## src/rtl/instr_loader.sv

```systemverilog
// -----------------------------------------------------------------------------
// instr_loader
//
// Encodes a stream of instruction-field beats into RV32I words and writes them
// sequentially into instruction memory, starting at word 0 for every session.
// Supported classes: LOAD, STORE, R-type, BRANCH, I-type ALU (incl. shifts), JAL.
//
// Ports
//   clk, rst_n        : clock (rising edge), synchronous active-low reset
//   start             : opens a new session from IDLE/DONE/ERR (ignored in LOAD)
//   in_valid/in_ready : beat handshake; ready is high only while loading
//   in_type .. in_last: instruction fields of the beat
//   imem_we/addr/wdata: registered imem write port, one cycle after acceptance
//   busy, done        : session in progress / session finished cleanly
//   err_code          : 00 none, 01 illegal type, 10 imm out of range, 11 overflow
//   count             : words written during the current session
// -----------------------------------------------------------------------------
module instr_loader #(
  parameter int ADDR_W = 6
) (
  input  logic              clk,
  input  logic              rst_n,
  input  logic              start,
  input  logic              in_valid,
  output logic              in_ready,
  input  logic [2:0]        in_type,
  input  logic [4:0]        in_rd,
  input  logic [4:0]        in_rs1,
  input  logic [4:0]        in_rs2,
  input  logic [2:0]        in_funct3,
  input  logic              in_funct7b5,
  input  logic [20:0]       in_imm,
  input  logic              in_last,
  output logic              imem_we,
  output logic [ADDR_W-1:0] imem_addr,
  output logic [31:0]       imem_wdata,
  output logic              busy,
  output logic              done,
  output logic [1:0]        err_code,
  output logic [ADDR_W:0]   count
);

  typedef enum logic [1:0] {
    S_IDLE,
    S_LOAD,
    S_DONE,
    S_ERR
  } state_t;

  localparam logic [6:0] OP_LOAD   = 7'b0000011;
  localparam logic [6:0] OP_STORE  = 7'b0100011;
  localparam logic [6:0] OP_RTYPE  = 7'b0110011;
  localparam logic [6:0] OP_BRANCH = 7'b1100011;
  localparam logic [6:0] OP_IALU   = 7'b0010011;
  localparam logic [6:0] OP_JAL    = 7'b1101111;

  localparam logic [1:0] ERR_NONE  = 2'b00;
  localparam logic [1:0] ERR_TYPE  = 2'b01;
  localparam logic [1:0] ERR_RANGE = 2'b10;
  localparam logic [1:0] ERR_OVF   = 2'b11;

  state_t              state_q, state_d;
  logic [ADDR_W:0]     count_q, count_d;
  logic [1:0]          err_q, err_d;
  logic                we_q, we_d;
  logic [ADDR_W-1:0]   addr_q, addr_d;
  logic [31:0]         wdata_q, wdata_d;

  // ---------------------------------------------------------------------------
  // Immediate range checks, done on bit patterns rather than signed compares:
  // a value fits an N-bit signed field when all bits above N-2 agree in sign.
  // ---------------------------------------------------------------------------
  logic is_shift;
  logic imm12_ok;
  logic shamt_ok;
  logic branch_ok;
  logic jal_ok;

  assign is_shift  = (in_funct3 == 3'b001) || (in_funct3 == 3'b101);
  assign imm12_ok  = (in_imm[20:11] == '0) || (in_imm[20:11] == '1);
  assign shamt_ok  = (in_imm[20:5] == '0);
  assign branch_ok = ((in_imm[20:12] == '0) || (in_imm[20:12] == '1)) && !in_imm[0];
  assign jal_ok    = !in_imm[0];

  // ---------------------------------------------------------------------------
  // Field encoder
  // ---------------------------------------------------------------------------
  logic [31:0] enc_word;
  logic        type_ok;
  logic        range_ok;

  always_comb begin
    enc_word = 32'h0;
    type_ok  = 1'b1;
    range_ok = 1'b1;
    case (in_type)
      3'd0: begin
        enc_word = {in_imm[11:0], in_rs1, in_funct3, in_rd, OP_LOAD};
        range_ok = imm12_ok;
      end
      3'd1: begin
        enc_word = {in_imm[11:5], in_rs2, in_rs1, in_funct3, in_imm[4:0], OP_STORE};
        range_ok = imm12_ok;
      end
      3'd2: begin
        enc_word = {1'b0, in_funct7b5, 5'b00000, in_rs2, in_rs1, in_funct3, in_rd, OP_RTYPE};
      end
      3'd3: begin
        enc_word = {in_imm[12], in_imm[10:5], in_rs2, in_rs1, in_funct3,
                    in_imm[4:1], in_imm[11], OP_BRANCH};
        range_ok = branch_ok;
      end
      3'd4: begin
        if (is_shift) begin
          // Shifts carry funct7 in the upper immediate bits; only shamt is taken.
          enc_word = {1'b0, in_funct7b5, 5'b00000, in_imm[4:0], in_rs1, in_funct3, in_rd, OP_IALU};
          range_ok = shamt_ok;
        end else begin
          enc_word = {in_imm[11:0], in_rs1, in_funct3, in_rd, OP_IALU};
          range_ok = imm12_ok;
        end
      end
      3'd5: begin
        enc_word = {in_imm[20], in_imm[10:1], in_imm[11], in_imm[19:12], in_rd, OP_JAL};
        range_ok = jal_ok;
      end
      default: begin
        type_ok = 1'b0;
      end
    endcase
  end

  // ---------------------------------------------------------------------------
  // Session control
  // ---------------------------------------------------------------------------
  always_comb begin
    state_d = state_q;
    count_d = count_q;
    err_d   = err_q;
    we_d    = 1'b0;
    addr_d  = addr_q;
    wdata_d = wdata_q;
    case (state_q)
      S_LOAD: begin
        if (in_valid) begin
          if (!type_ok) begin
            err_d   = ERR_TYPE;
            state_d = S_ERR;
          end else if (!range_ok) begin
            err_d   = ERR_RANGE;
            state_d = S_ERR;
          end else begin
            we_d    = 1'b1;
            addr_d  = count_q[ADDR_W-1:0];
            wdata_d = enc_word;
            count_d = count_q + 1'b1;
            if (in_last) begin
              state_d = S_DONE;
            end else if (count_q[ADDR_W-1:0] == '1) begin
              // Last word of imem written but the session wants more.
              err_d   = ERR_OVF;
              state_d = S_ERR;
            end
          end
        end
      end
      default: begin
        if (start) begin
          state_d = S_LOAD;
          count_d = '0;
          addr_d  = '0;
          err_d   = ERR_NONE;
        end
      end
    endcase
  end

  always_ff @(posedge clk) begin
    if (!rst_n) begin
      state_q <= S_IDLE;
      count_q <= '0;
      err_q   <= ERR_NONE;
      we_q    <= 1'b0;
      addr_q  <= '0;
      wdata_q <= '0;
    end else begin
      state_q <= state_d;
      count_q <= count_d;
      err_q   <= err_d;
      we_q    <= we_d;
      addr_q  <= addr_d;
      wdata_q <= wdata_d;
    end
  end

  assign in_ready   = (state_q == S_LOAD);
  assign busy       = (state_q == S_LOAD);
  assign done       = (state_q == S_DONE);
  assign err_code   = err_q;
  assign count      = count_q;
  assign imem_we    = we_q;
  assign imem_addr  = addr_q;
  assign imem_wdata = wdata_q;

endmodule
```

## config.mk

```make
export PLATFORM = sky130hd
export DESIGN_NAME = instr_loader
export DESIGN_NICKNAME = d
export VERILOG_FILES = /design/src/rtl/instr_loader.sv
export SDC_FILE = /design/constraint.sdc
export NUM_CORES = 1
export LEC_CHECK = 0
export BUFFER_PORTS_ARGS = -buffer_cell sky130_fd_sc_hd__buf_2
export CORE_UTILIZATION = 40
export DETAILED_ROUTE_END_ITERATION = 8
export PLACE_DENSITY = 0.68
export SLEW_MARGIN = 20
export SYNTH_ARGS = -nofsm -noshare
export SYNTH_HDL_FRONTEND = slang
export SYNTH_SLANG_ARGS = --single-unit
```

## constraint.sdc

```tcl
create_clock -name clk -period 2.45 [get_ports clk]
set_input_delay 0.3675 -clock clk [delete_from_list [all_inputs] [get_ports clk]]
set_output_delay 0.3675 -clock clk [all_outputs]
set_load 0.005 [all_outputs]
```

# Yosys cells after proc, flatten, opt, wreduce, memory -nomap -nowiden
# Cells that the tools add are included.
[classes]
addsub = 1
n_eq_ne = 18
muxes = 29
reduce_logical = 17
[op_table]
columns = ["cell", "count"]
rows = [
  ["32-bit case mux with 6 select lines", 1],
  ["7-bit 2-to-1 mux", 5],
  ["32-bit 2-to-1 mux", 1],
  ["6-bit 2-to-1 mux", 5],
  ["2-bit 2-to-1 mux", 13],
  ["16-bit logical NOT", 1],
  ["4-bit AND reduction", 4],
  ["10-bit == test, second input constant", 1],
  ["10-bit logical NOT", 1],
  ["3-bit == test, second input constant", 3],
  ["9-bit == test, second input constant", 1],
  ["9-bit logical NOT", 1],
  ["7-bit by 1-bit adder with 7-bit output, second input constant", 1],
  ["3-bit by 1-bit == test with 1-bit output, second input constant", 2],
  ["3-bit by 2-bit == test with 1-bit output, second input constant", 2],
  ["6-bit == test, second input constant", 1],
  ["6-bit OR reduction", 1],
  ["5-bit by 4-bit inequality test with 1-bit output, second input constant", 1],
  ["2-bit by 1-bit inequality test with 1-bit output, second input constant", 2],
  ["4-bit by 3-bit inequality test with 1-bit output, second input constant", 1],
  ["4-bit inequality test, second input constant", 1],
  ["1-bit case mux with 4 select lines", 1],
  ["3-bit logical NOT", 1],
  ["1-bit logical OR", 3],
  ["9 further kinds", 11],
]
[word_totals]
regBits = 50
input_bits = 48
out_inout_bits = 51
elab_cells = 71

# Depth between registers and ports, before layout
# Gate-level depths: netlist (run 1).
[logic_depth]
ltp_word = 8
ltp_mapped = 10
ltp_nobuf = 7

# Least setup slack after synthesis (run 1)
# OpenSTA, ideal clock, no wires.
[synth_timing]
kind = "input port to flip-flop"
startpoint = "input in_type[2]"
endpoint = "register wdata_q[14] (netlist: imem_wdata[14])"
setup_ns = 0.116
arrival_time_ns = 1.862
required_ns = 2.334
slack_ns = 0.472
path_stages = 10
path_buffers = 4
cell_sequence = "buf_2 and2_1 clkbuf_1 nand2_1 a311o_1 a31oi_1 buf_4 buf_2 nand2_1 o211a_1"
[synth_between]
elab_chain_cells = 4
elab_cells_between_ends = 12
cone_classes = "eq/ne: 5; mux: 3; reduce/logical: 4"
[synth_lines]
columns = ["item", "line_no", "rtl"]
rows = [
  ["start, declared", "26", "input logic [2:0] in_type,"],
  ["3-bit by 1-bit == test with 1-bit output (tied with other cells)", "96", "case (in_type)"],
  ["2-bit OR reduction (no source line) / 6-bit OR reduction (equally long branches)", "-", ""],
  ["1-bit case mux with 4 select lines / 1-bit 2-to-1 mux (equally long branches)", "96", ""],
  ["4-bit AND reduction (no source line)", "-", ""],
  ["end signal, assigned", "192", "wdata_q <= wdata_d;"],
  ["end, declared", "67", "logic [31:0] wdata_q, wdata_d;"],
]
# Several ways; a longest one is shown, not always the timed one.
# A chain may end at the register's enable or synchronous reset.

# Final worst setup path (run 1)
[layout_timing]
startpoint = "input in_imm[19]"
endpoint = "register count_q[2] (netlist: count[2])"
[layout_between]
elab_chain_cells = 6
elab_cells_between_ends = 12
cone_classes = "eq/ne: 3; mux: 2; reduce/logical: 7"
[layout_lines]
columns = ["item", "line_no", "rtl"]
rows = [
  ["start, declared", "32", "input logic [20:0] in_imm,"],
  ["10-bit == test (tied with other cells)", "80", "assign imm12_ok = (in_imm[20:11] == '0) || (in_imm[20:11] == '1);"],
  ["1-bit logical OR (on tied branches)", "80, 82", ""],
  ["1-bit 2-to-1 mux / 1-bit logical AND (equally long branches)", "114, 82", ""],
  ["1-bit case mux with 4 select lines *", "96", ""],
  ["2-bit by 1-bit inequality test with 1-bit output (no source line) *", "-", ""],
  ["4-bit AND reduction (no source line) *", "-", ""],
  ["end signal, assigned", "188", "count_q <= count_d;"],
  ["end, declared", "63", "logic [ADDR_W:0] count_q, count_d;"],
]
# Mark *: on every way between the ends. The rest lies on a longest branch, timed or not.

==> results.md, run 1 <==
- Status: complete, no violations
- Die extent in x: slightly below 80 um
- Largest net degree at the start of global routing: 41
- First-pass GRT wire length: approximately 11 mm
- WHS: between 0.2 and 0.3 ns
- Reg2Reg Launch Point: count[0]
- Post-synth top area share: 0.400
- Synthesized area per cell: slightly above 8 um2
- IO Pins: 99
- Post-cts resize count: 0
- Gr ovfl total: 0
- WL/cell: approximately 14 um
- Syn_nets: 344
- Slew margin rel.: 0.676
- Setup Buffers After CTS: 0
- Share of cells above drive strength 1: 0.331
- Critical path launch point type: primary input
- TNS Setup: 0 ns
- Period minus WS final: 1.91 ns
- Post-Route WL: approximately 6.5 mm
- Core Box Area: 0.00564 mm2
- Count of buffers from port buffering: 98
- Fmax: 523 MHz
- Synthesized instance count: 295
- Total number of vias: 2544
- Row count: 27
- Layout Nets: about 440
- Crit Path Max Fanout: 40
- Hold Buf Count CTS: 0
- Dpl hpwl: 4.77 mm
- Antenna diodes: 0
- Antenna-violating nets left: 0
- GP Congestion: between 0.8 and 0.9
- Prevailing post-synth register cell: dfxtp_1
- Fin. Hold Viols: 0
- Cell area after synthesis: 0.00240 mm2
- Worst EP arrival: 2.13 ns
- TritonCTS clock tree: done
- Register area share after synthesis: 0.400
- Setup Skew: 0.00563 ns
- P_leak: 1.67 nW
- Largest cells by area after synthesis: dfxtp_1 40%, nand2_1 8.1%, o211a_1 7.9%
- Ys Warns: 0
- Slowest cell on crit path: o32a_1
- Pre-Repair DR Iteration Count: 4
- Post-synth EDFFs: 0
- Crit. End Element: flop
- Initial antenna violation count: 0
- CTS Sinks: 48
- Die Y: 79.5 um
- PD cells: 530 mW/mm2
- Fin. max-slew vios: 0
- DRC viols: 0
- Vias/cell: 5.51
- Critical path's largest stage delay: 0.39 ns
- Hold endpoint: state_q[0]
- Initial core utilization: 0.426
- Yosys cell types: 42
- Util after Layout: 0.551
- Setup-failing EPs final: 0
- Die area: 0.00632 mm2
- Post-synth top area cell: dfxtp_1
- Seq cells post-synth: 48
- Worst Hold Path Cells: 2
- Root buffer cell: clkbuf_8
- Critical Path RT: 2.67 ns
- H-Tree Level Count: 2
- Final period util: 0.781
- Unrepaired setup endpoints after global routing: false
- Tightest Pin Transition: around 0.5 ns
- CP Class: in -> reg
- Initial DRC count: around 120
- Hold WC Path Type: in -> reg
- Max_cap viols: 0
- Worst R2R Setup Slack: 0.78 ns
- Clk_lat worst skew: 0.31 ns
- Crit path cell chain: buf_2 -> nand4_1 -> or3_1 -> o32a_1 -> a31oi_4 -> buf_12 -> a21oi_1 -> a31o_2
- Largest buffer count on any clock path: 2
- Hold path startpoint: in_last
- Clock-pin transition on the worst setup and hold timing paths: about 0.10 ns
- GRT Util Overall: 0.215
- Area grow syn2layout: 29.5%
- Worst vdd rail ir drop: 0.339 mV
- Critical R2R Capture: err_code[0]
- Num CTS Buffers: 5
- R2R cell count: 6
- Vias in the first global route: around 2200
- Ys async rst share: 0
## area by class of cell
type,count,area [um2]
tap,72,90.1
sequential,48,961
inverter,12,45.0
clock buffer,5,68.8
timing repair buffer,111,613
multi-input combinational,211,1280
fill,561,2530
clock inverter,3,47.5
## worst max-delay path: cells and delay by family
kind / cells / cell delay (ns)
AO/OA/AOI/OAI: 4 / 0.96
AND/OR/NAND/NOR: 2 / 0.46
buffers and inverters: 2 / 0.33
## worst max path at each step
| stage | from | end | slack, ns | depth (start not counted) |
|---|---|---|---|---|
| after floorplan | in_type[2] | imem_wdata[14] | 0.47 | 10 |
| after detailed placement | in_imm[6] | count[2] | 0.21 | 8 |
| final | in_imm[19] | count[2] | 0.54 | 8 |
| after global placement | in_imm[20] | count[2] | 0.22 | 8 |
| after global routing | in_type[2] | count[4] | 0.40 | 9 |
| after CTS | in_imm[6] | count[2] | 0.54 | 8 |
## layer usage
| metal | wire (um) | vias to the layer above | global-route usage |
|---|---|---|---|
| met5 | 0 | - | 0 |
| met4 | 73 | 0 | 0.0691 |
| met3 | 396 | 6 | 0.0457 |
| met2 | 3050 | 73 | 0.349 |
| met1 | 3010 | 1204 | 0.283 |
| li1 | - | 1261 | - |
## cells in the mapped netlist (2+ instances only)
master and count:
a21oi_1 10, a22oi_1 13, a31o_2 8, a31oi_1 3, and2_1 3, buf_2 8
buf_4 5, clkbuf_1 9, dfxtp_1 48, inv_1 11, mux2i_1 6, nand2_1 52
nand2b_1 4, nand3_1 15, nand4_1 6, nor2_1 18, nor2b_1 2, nor3_1 3
o211a_1 19, o211ai_1 10, o21ai_0 20, o221ai_1 2
## metrics by stage
step / power, mW / area [um2] / worst slack (ns) / instances
after detailed placement: 1.06 / 2990 / 0.207 / 454
after global placement: 1.06 / 2990 / 0.219 / 454
final: 1.65 / 3110 / 0.537 / 462
after global routing: 1.73 / 3110 / 0.400 / 462
after CTS: 1.67 / 3110 / 0.543 / 462
after floorplan: 0.954 / 2400 / 0.472 / 295
## layout by cell type, fill, tap and decap left out, types with 2 or more instances in the layout
cell type / n
a31o_2: 8
and2_1: 3
inv_1: 11
nor2b_1: 2
nand2b_1: 4
nand4_1: 6
nand2_1: 52
a31oi_1: 2
o21ai_0: 20
nand3_1: 15
clkinv_4: 2
buf_12: 2
nor2_1: 18
buf_2: 98
a21oi_1: 10
a22oi_1: 13
dfxtp_1: 48
mux2i_1: 6
o211ai_1: 10
buf_4: 11
o211a_1: 19
o221ai_1: 2
clkbuf_8: 5
nor3_1: 3
## registers in the layout, summed over array words and instances (netlist names)
name	count
err_code	2
imem_addr	6
imem_wdata	30
count	7
state_q	2
imem_we	1
## where the power goes
part	switching (mW)	total (mW)	internal, mW
sequential	0.0107	0.809	0.799
combinational	0.135	0.238	0.103
clock	0.292	0.600	0.308
total	0.438	1.65	1.21
## cell families after synthesis
kind of cell | after synthesis | share of synthesized area
mux | 6 | 0.0250
compound gates | 95 | 0.294
fa+ha+maj | 1 | 0.00521
simple gates | 108 | 0.201
xor+xnor | 1 | 0.00365
buf+inv | 36 | 0.0714
flops | 48 | 0.400
(Power assumes the default switching activity.)
==> run 2: changes to the inputs <==
--- a/config.mk
+++ b/config.mk
@@ -5,10 +5,11 @@
 export SDC_FILE = /design/constraint.sdc
 export NUM_CORES = 1
 export LEC_CHECK = 0
+export ABC_AREA = 1
 export BUFFER_PORTS_ARGS = -buffer_cell sky130_fd_sc_hd__buf_2
 export CORE_UTILIZATION = 40
 export DETAILED_ROUTE_END_ITERATION = 8
-export PLACE_DENSITY = 0.68
+export PLACE_DENSITY = 0.67
 export SLEW_MARGIN = 20
 export SYNTH_ARGS = -nofsm -noshare
 export SYNTH_HDL_FRONTEND = slang
==> constraint.sdc (replaced) <==
create_clock -name clk -period 1.89 [get_ports clk]
set_input_delay 0.2835 -clock clk [delete_from_list [all_inputs] [get_ports clk]]
set_output_delay 0.2835 -clock clk [all_outputs]
set_load 0.005 [all_outputs]
==> run 2 against run 1 <==
Effect of this change:
- sequential power grew 30%
- cell area rose by 11%
- first-iteration DRC count grew 39%
- the run now ends with DRC left
- combinational power up 87%
- clock-buffer cell count up 1
- clock power increased by 31%
- wire length increased by 18%
- utilization is 1.2 points lower
- non-clock buffer count increased by 11
- worst setup slack got worse by 0.31 ns
- power is 39% higher
==> results.md, run 2 <==
- Design area: 0.00346 mm2 (+11%)
- Post-synth top area share: 0.358 (-0.0416)
- Setup-failing EPs final: 0 (unchanged)
- Commonest non-fill, non-tap cell in the layout: nand2_1
- DRC viols: 10 (+10)
- Pre-Repair DR Iteration Count: 7 (+3)
- Largest net degree at the start of global routing: 21 (-49%)
- Most frequent cell after synthesis: nand2_1
- Setup Skew: 0.00762 ns (+0.00199 ns)
- Register area share after synthesis: 0.358 (-0.0416)
- TNS Setup: 0 ns (unchanged)
- Delay-heaviest family, CP: simple AND/OR/NAND/NOR gates
- Fin. max-slew vios: 0 (unchanged)
- Met1 WL: 3.40 mm (+13%)
- Die area: 0.00704 mm2 (+11%)
- Post-Route WL: 7.73 mm (+18%)
- First-pass GRT wire length: 12.6 mm (+17%)
- IO Pins: 99 (unchanged)
- Max FFs per register: 30 (unchanged)
- Core Box Area: 0.00642 mm2 (+14%)
- Setup Buffers After CTS: 0 (unchanged)
- CTS Sinks: 48 (unchanged)
- Die Y: 83.9 um (+5.5%)
- Dpl hpwl: 6.03 mm (+26%)
- Gr ovfl total: 0 (unchanged)
- Synthesized area per cell: 6.54 um2 (-20%)
- Num CTS Buffers: 5 (unchanged)
- TritonCTS clock tree: done
- DR WL met2: 3.68 mm (+20%)
- Die extent in x: 83.9 um (+5.5%)
- Cell area after synthesis: 0.00268 mm2 (+12%)
- Buffers & Inverters on Critical Path: 3 (+1)
- Prevailing post-synth register cell: dfxtp_1
- Seq cells post-synth: 48 (unchanged)
- Routed wl met3: 468 um (+18%)
- Worst EP arrival: 1.90 ns (-0.23 ns)
- Worst vdd rail ir drop: 0.287 mV (-16%)
- Final period util: 0.880
- Vias in the first global route: 2787 (+24%)
- Initial core utilization: 0.417 (-0.00832)
- WL/cell: 12.9 um (-8.5%)
- Post-synth top cells: 103 x nand2_1, 48 x dfxtp_1, 41 x a21oi_1
- Share of cells above drive strength 1: 0.277 (-0.0538)
- Critical Path RT: 2.13 ns (-0.54 ns)
- Root buffer cell: clkbuf_8
- Layout Nets: 568 (+30%)
- Fin. Hold Viols: 0 (unchanged)
- PD cells: 660 mW/mm2 (+25%)
- Antenna-violating nets left: 0 (unchanged)
- Critical path's largest stage delay: 0.31 ns (-0.08 ns)
- Clk_lat worst skew: 0.30 ns (about the same)
- P_leak: 1.70 nW (+1.5%)
- Antenna diodes: 0 (unchanged)
- Commonest cells after routing, fill and taps aside: 103 x nand2_1, 98 x buf_2, 48 x dfxtp_1
- Slew margin rel.: 0.727 (+0.0511)
- H-Tree Level Count: 2 (unchanged)
- Critical path launch point type: flop
- Hold WC Path Type: in -> reg
- Unrepaired setup endpoints after global routing: false
- Period minus WS final: 1.66 ns
- Failing checks: DRC
- DR top layer: met4
- WHS: 0.217 ns (-0.0556 ns)
- Count of buffers from port buffering: 98 (unchanged)
- Largest buffer count on any clock path: 2 (unchanged)
- Yosys cell types: 34 (-19%)
- Status: complete, but fails checks
- Crit. End Element: flop
- GP Congestion: 0.884 (+5.7%)
- Largest cells by area after synthesis: dfxtp_1 36%, nand2_1 14%, a21oi_1 7.7%
- GRT Util Overall: 0.220 (+0.00517)
- CP Class: reg -> reg
- Max_cap viols: 0 (unchanged)
- Crit Path Max Fanout: 16 (-60%)
- Syn_nets: 459 (+33%)
- Post-synth EDFFs: 0 (unchanged)
- Row count: 29 (+7.4%)
- Post-Place Cell Area: 0.00334 mm2 (+12%)
- Area grow syn2layout: 29.2%
- Ys Warns: 0 (unchanged)
- Util after Layout: 0.539 (-0.0121)
- Most used cell, CP: nand2_1
- Post-synth top area cell: dfxtp_1
- Initial antenna violation count: 0 (unchanged)
- Ys async rst share: 0 (unchanged)
- Vias/cell: 5.20 (-5.6%)
- Tightest Pin Transition: 0.406 ns (-0.0809 ns)
- Fmax: about 600 MHz
- Total number of vias: 3102 (+22%)
- Crit path cell chain: inv_1 -> nand2_1 -> nor2_1 -> buf_4 -> nand3_4 -> clkinv_2 -> nand2_1 -> a21oi_1
- Initial DRC count: 163 (+39%)
- Synthesized instance count: 410 (+39%)
- Slowest cell on crit path: dfxtp_1
- Clock-pin transition on the worst setup and hold timing paths: 0.10 ns (about the same)
run 2: area by class of cell:
class	instances	area [um2]
timing repair buffer	122	683
sequential	48	961
fill	675	2960
inverter	45	170
clock inverter	2	38.8
tap	77	96.3
multi-input combinational	297	1430
clock buffer	6	82.6
run 2: worst paths after layout:
path	startpoint	endpoint	slack, ns	cells past startpoint
setup / recovery	state_q[1]	imem_wdata[20]	0.23	8
hold / removal	in_imm[8]	imem_wdata[28]	0.22	3
hold reg to reg	imem_addr[1]	imem_addr[1]	0.46	2
setup reg to reg	state_q[1]	imem_wdata[20]	0.23	8
run 2: worst reg2reg max path: cells and delay by family (launching register included):
kind	cells	cell delay [ns]
AND/OR/NAND/NOR	4	0.65
buffers and inverters	3	0.49
flip-flops	1	0.31
AO/OA/AOI/OAI	1	0.14
run 2: routing by layer:
metal | GRT usage | vias up
li1 | - | 1572
met1 | 0.271 | 1411
met2 | 0.382 | 107
met3 | 0.0386 | 12
met4 | 0.0862 | 0
met5 | 0 | -
run 2: logic make-up (layout without fill, tap and decap cells):
group | count (synthesis) | after routing | share of synthesized area
adders and majority gates | 1 | 1 | 0.00467
buffers and inverters | 65 | 175 | 0.108
xor gates and xnor gates | 4 | 4 | 0.0131
and+or+nand+nor | 216 | 216 | 0.363
DFF | 48 | 48 | 0.358
AOI/OAI and AO/OA | 76 | 76 | 0.153
run 2: timing repair:
action / CTS / global route
hold buffers: 0 / 0
gates resized for setup: 0 / 1
setup endpoints to repair: 0 / 1
run 2: where the power goes:
group          leakage (nW)  switching [mW]  internal [mW]  total [mW]
sequential            0.388          0.0140           1.04        1.05
clock                0.0614           0.354          0.433       0.787
combinational          1.25           0.272          0.172       0.445
run 2: metrics by stage:
stage | std cells | setup slack [ns] | total power [mW]
floorplan | 410 | 0.335 | 1.33
global placement | 589 | 0.0243 | 1.51
detailed placement | 589 | -0.0865 | 1.52
CTS | 597 | 0.161 | 2.30
global route | 597 | 0.0192 | 2.38
finish | 597 | 0.227 | 2.28
==> run 3: changes to the inputs <==
==> constraint.sdc (replaced) <==
create_clock -name clk -period 1.9 [get_ports clk]
set_input_delay 0.285 -clock clk [delete_from_list [all_inputs] [get_ports clk]]
set_output_delay 0.285 -clock clk [all_outputs]
set_load 0.005 [all_outputs]
==> run 3 against run 2 <==
Effect of this change:
- the flow still finishes with violations (DRC)
- power fell by 0.91%
- cell count fell by 0.17%
- register-to-register slack barely moved
- critical path depth did not move
- cell area fell by 0.25%
- fmax fell by 1.4%
- clock power fell by 1%
- wire length fell by 1.5%
- clock-buffer cell count did not move
- sequential power barely moved
- critical path type unchanged
- highest routed layer unchanged
==> results.md, run 3 (same netlist as run 2, synthesis figures left out) <==
- GR peak layer: met2
- Vias/cell: 5.27 (+1.3%)
- Dpl hpwl: 5.95 mm (-1.2%)
- Initial DRC count: 115 (-29%)
- Core Box Area: 0.00642 mm2 (unchanged)
- Hold Buf Count CTS: 0 (unchanged)
- Setup Buffers After CTS: 0 (unchanged)
- Fin. max-slew vios: 0 (unchanged)
- Fmax: 593 MHz (-1.4%)
- Die Y: 83.9 um (unchanged)
- Commonest cells after routing, fill and taps aside: 103 x nand2_1, 98 x buf_2, 48 x dfxtp_1
- Share of cells above drive strength 1: 0.276 (-0.00139)
- Area occupied by multi-input gates: 0.00143 mm2 (unchanged)
- Period minus WS final: 1.69 ns (+0.0233 ns)
- Commonest non-fill, non-tap cell in the layout: nand2_1
- Worst R2R Setup Slack: 0.21 ns (about the same)
- Count of buffers from port buffering: 98 (unchanged)
- Pre-Repair DR Iteration Count: 7 (unchanged)
- Delay-heaviest family, CP: simple AND/OR/NAND/NOR gates
- H-Tree Level Count: 2 (unchanged)
- M2 GR Usage: 0.381 (-0.000745)
- Worst EP arrival: 1.92 ns (+0.02 ns)
- Failing checks: DRC
- Unrepaired setup endpoints after global routing: false
- Critical R2R Capture: imem_wdata[21]
- Crit Path Max Fanout: 16 (unchanged)
- PD cells: 655 mW/mm2 (-0.66%)
- DRC viols: 10 (unchanged)
- Final total power: 2.26 mW (-0.91%)
- CTS Sinks: 48 (unchanged)
- Reg2Reg Launch Point: state_q[1]
- Clock-pin transition on the worst setup and hold timing paths: 0.09 ns (about the same)
- Global-route met3 utilization: 0.0425 (+0.00396)
- Hold WC Path Type: in -> reg
- Setup-failing EPs final: 0 (unchanged)
- Min setup slack post-route: 0.213 ns (-0.0133 ns)
- GRT Util Overall: 0.217 (-0.00350)
- Initial core utilization: 0.417 (unchanged)
- Gr ovfl total: 0 (unchanged)
- Die extent in x: 83.9 um (unchanged)
- Hold endpoint: imem_wdata[28]
- Hold path startpoint: in_imm[8]
- Max FFs per register: 30 (unchanged)
- Post-Route WL: 7.61 mm (-1.5%)
- P_leak: 1.69 nW (-0.21%)
- Fin. Hold Viols: 0 (unchanged)
- IO Pins: 99 (unchanged)
- Vias in the first global route: 2802 (+0.54%)
- Final period util: 0.888 (+0.00763)
- Most used cell, CP: nand2_1
- Post-cts resize count: 0 (unchanged)
- TritonCTS clock tree: done
- Slew margin rel.: 0.730 (+0.00347)
- Worst vdd rail ir drop: 0.298 mV (+4.1%)
- Dpl ws: -0.0370 ns (+0.0495 ns)
- Critical path launch point type: flop
- Area grow syn2layout: 28.8%
- Antenna-violating nets left: 0 (unchanged)
- Die area: 0.00704 mm2 (unchanged)
- R2R cell count: 8 (unchanged)
- Fill cells: 665 (-1.5%)
- Critical Path RT: 2.13 ns (about the same)
- Critical path's largest stage delay: 0.31 ns (about the same)
- Slowest cell on crit path: dfxtp_1
- FF/Latch Area: 961 um2 (unchanged)
- Clk_lat worst skew: 0.30 ns (about the same)
- Max_cap viols: 0 (unchanged)
- GP Congestion: 0.895 (+1.2%)
- Worst Hold Path Cells: 3 (unchanged)
- Largest buffer count on any clock path: 2 (unchanged)
- Met1 GRT Util: 0.264 (-0.00663)
- Total number of vias: 3138 (+1.2%)
- Status: complete, but fails checks
- First-pass GRT wire length: 12.4 mm (-0.93%)
- Initial antenna violation count: 0 (unchanged)
- WL/cell: 12.8 um (-1.4%)
- Worst path depth: 8 (unchanged)
- Setup Skew: 0.0117 ns (+0.00410 ns)
- CP Class: reg -> reg
- Layout Nets: 567 (-0.18%)
- Tightest Pin Transition: 0.400 ns (-0.00515 ns)
- Crit path cell chain: inv_1 -> nand2_1 -> nor2_1 -> buf_4 -> nand3_4 -> inv_2 -> nand2_1 -> a21oi_1
- Crit. End Element: flop
- Num CTS Buffers: 5 (unchanged)
- Buffers & Inverters on Critical Path: 3 (unchanged)
- Row count: 29 (unchanged)
- Antenna diodes: 0 (unchanged)
- Root buffer cell: clkbuf_8
- Largest net degree at the start of global routing: 21 (unchanged)
==> run 3: changes by cell type in the layout (fill, tap and decap cells not counted), sizes merged <==
cell	change
inv	+1
clkinv	-1
buf	-1
==> run 3: worst max path at each step <==
stage                     startpoint             end
final                     state_q[1]  imem_wdata[21]
after global routing      state_q[1]  imem_wdata[10]
after CTS                 state_q[1]  imem_wdata[20]
after detailed placement  in_type[0]  imem_wdata[20]
after global placement    in_type[0]  imem_wdata[23]
after floorplan             count[1]     err_code[0]
==> run 3: tightest hold or removal path, stage by stage <==
cell and delay, ns:
buf_2 0.09, nand3_1 0.06, nand2_1 0.06
==> run 3: area by class of cell <==
| type | instances | area share |
|---|---|---|
| timing repair buffer | 121 | 0.196 |
| clock buffer | 6 | 0.0239 |
| inverter | 45 | 0.0489 |
| multi-input combinational | 297 | 0.414 |
| tap | 77 | 0.0279 |
| sequential | 48 | 0.278 |
| clock inverter | 2 | 0.0112 |
==> run 3: report_power, final <==
part	internal, mW	switching (mW)
registers	1.03	0.0143
logic	0.170	0.269
clock network	0.431	0.346
total	1.63	0.629
==> run 3: per-stage QoR <==
step                      instance area, um2  TNS (ns)  instances  utilization  hold WS [ns]
final                                   3450         0        596        0.538         0.220
after global routing                    3450         0        596        0.538         0.235
after CTS                               3450         0        596        0.538         0.220
after detailed placement                3330    -0.196        588        0.519         0.451
after global placement                  3330         0        588        0.519         0.449
after floorplan                         2680         0        410            -         0.423
==> run 3: per-layer routing <==
layer	part of all wire	vias to the layer above
met2	0.48	112
met3	0.067	13
met1	0.43	1444
met5	0	-
li1	-	1569
met4	0.021	0
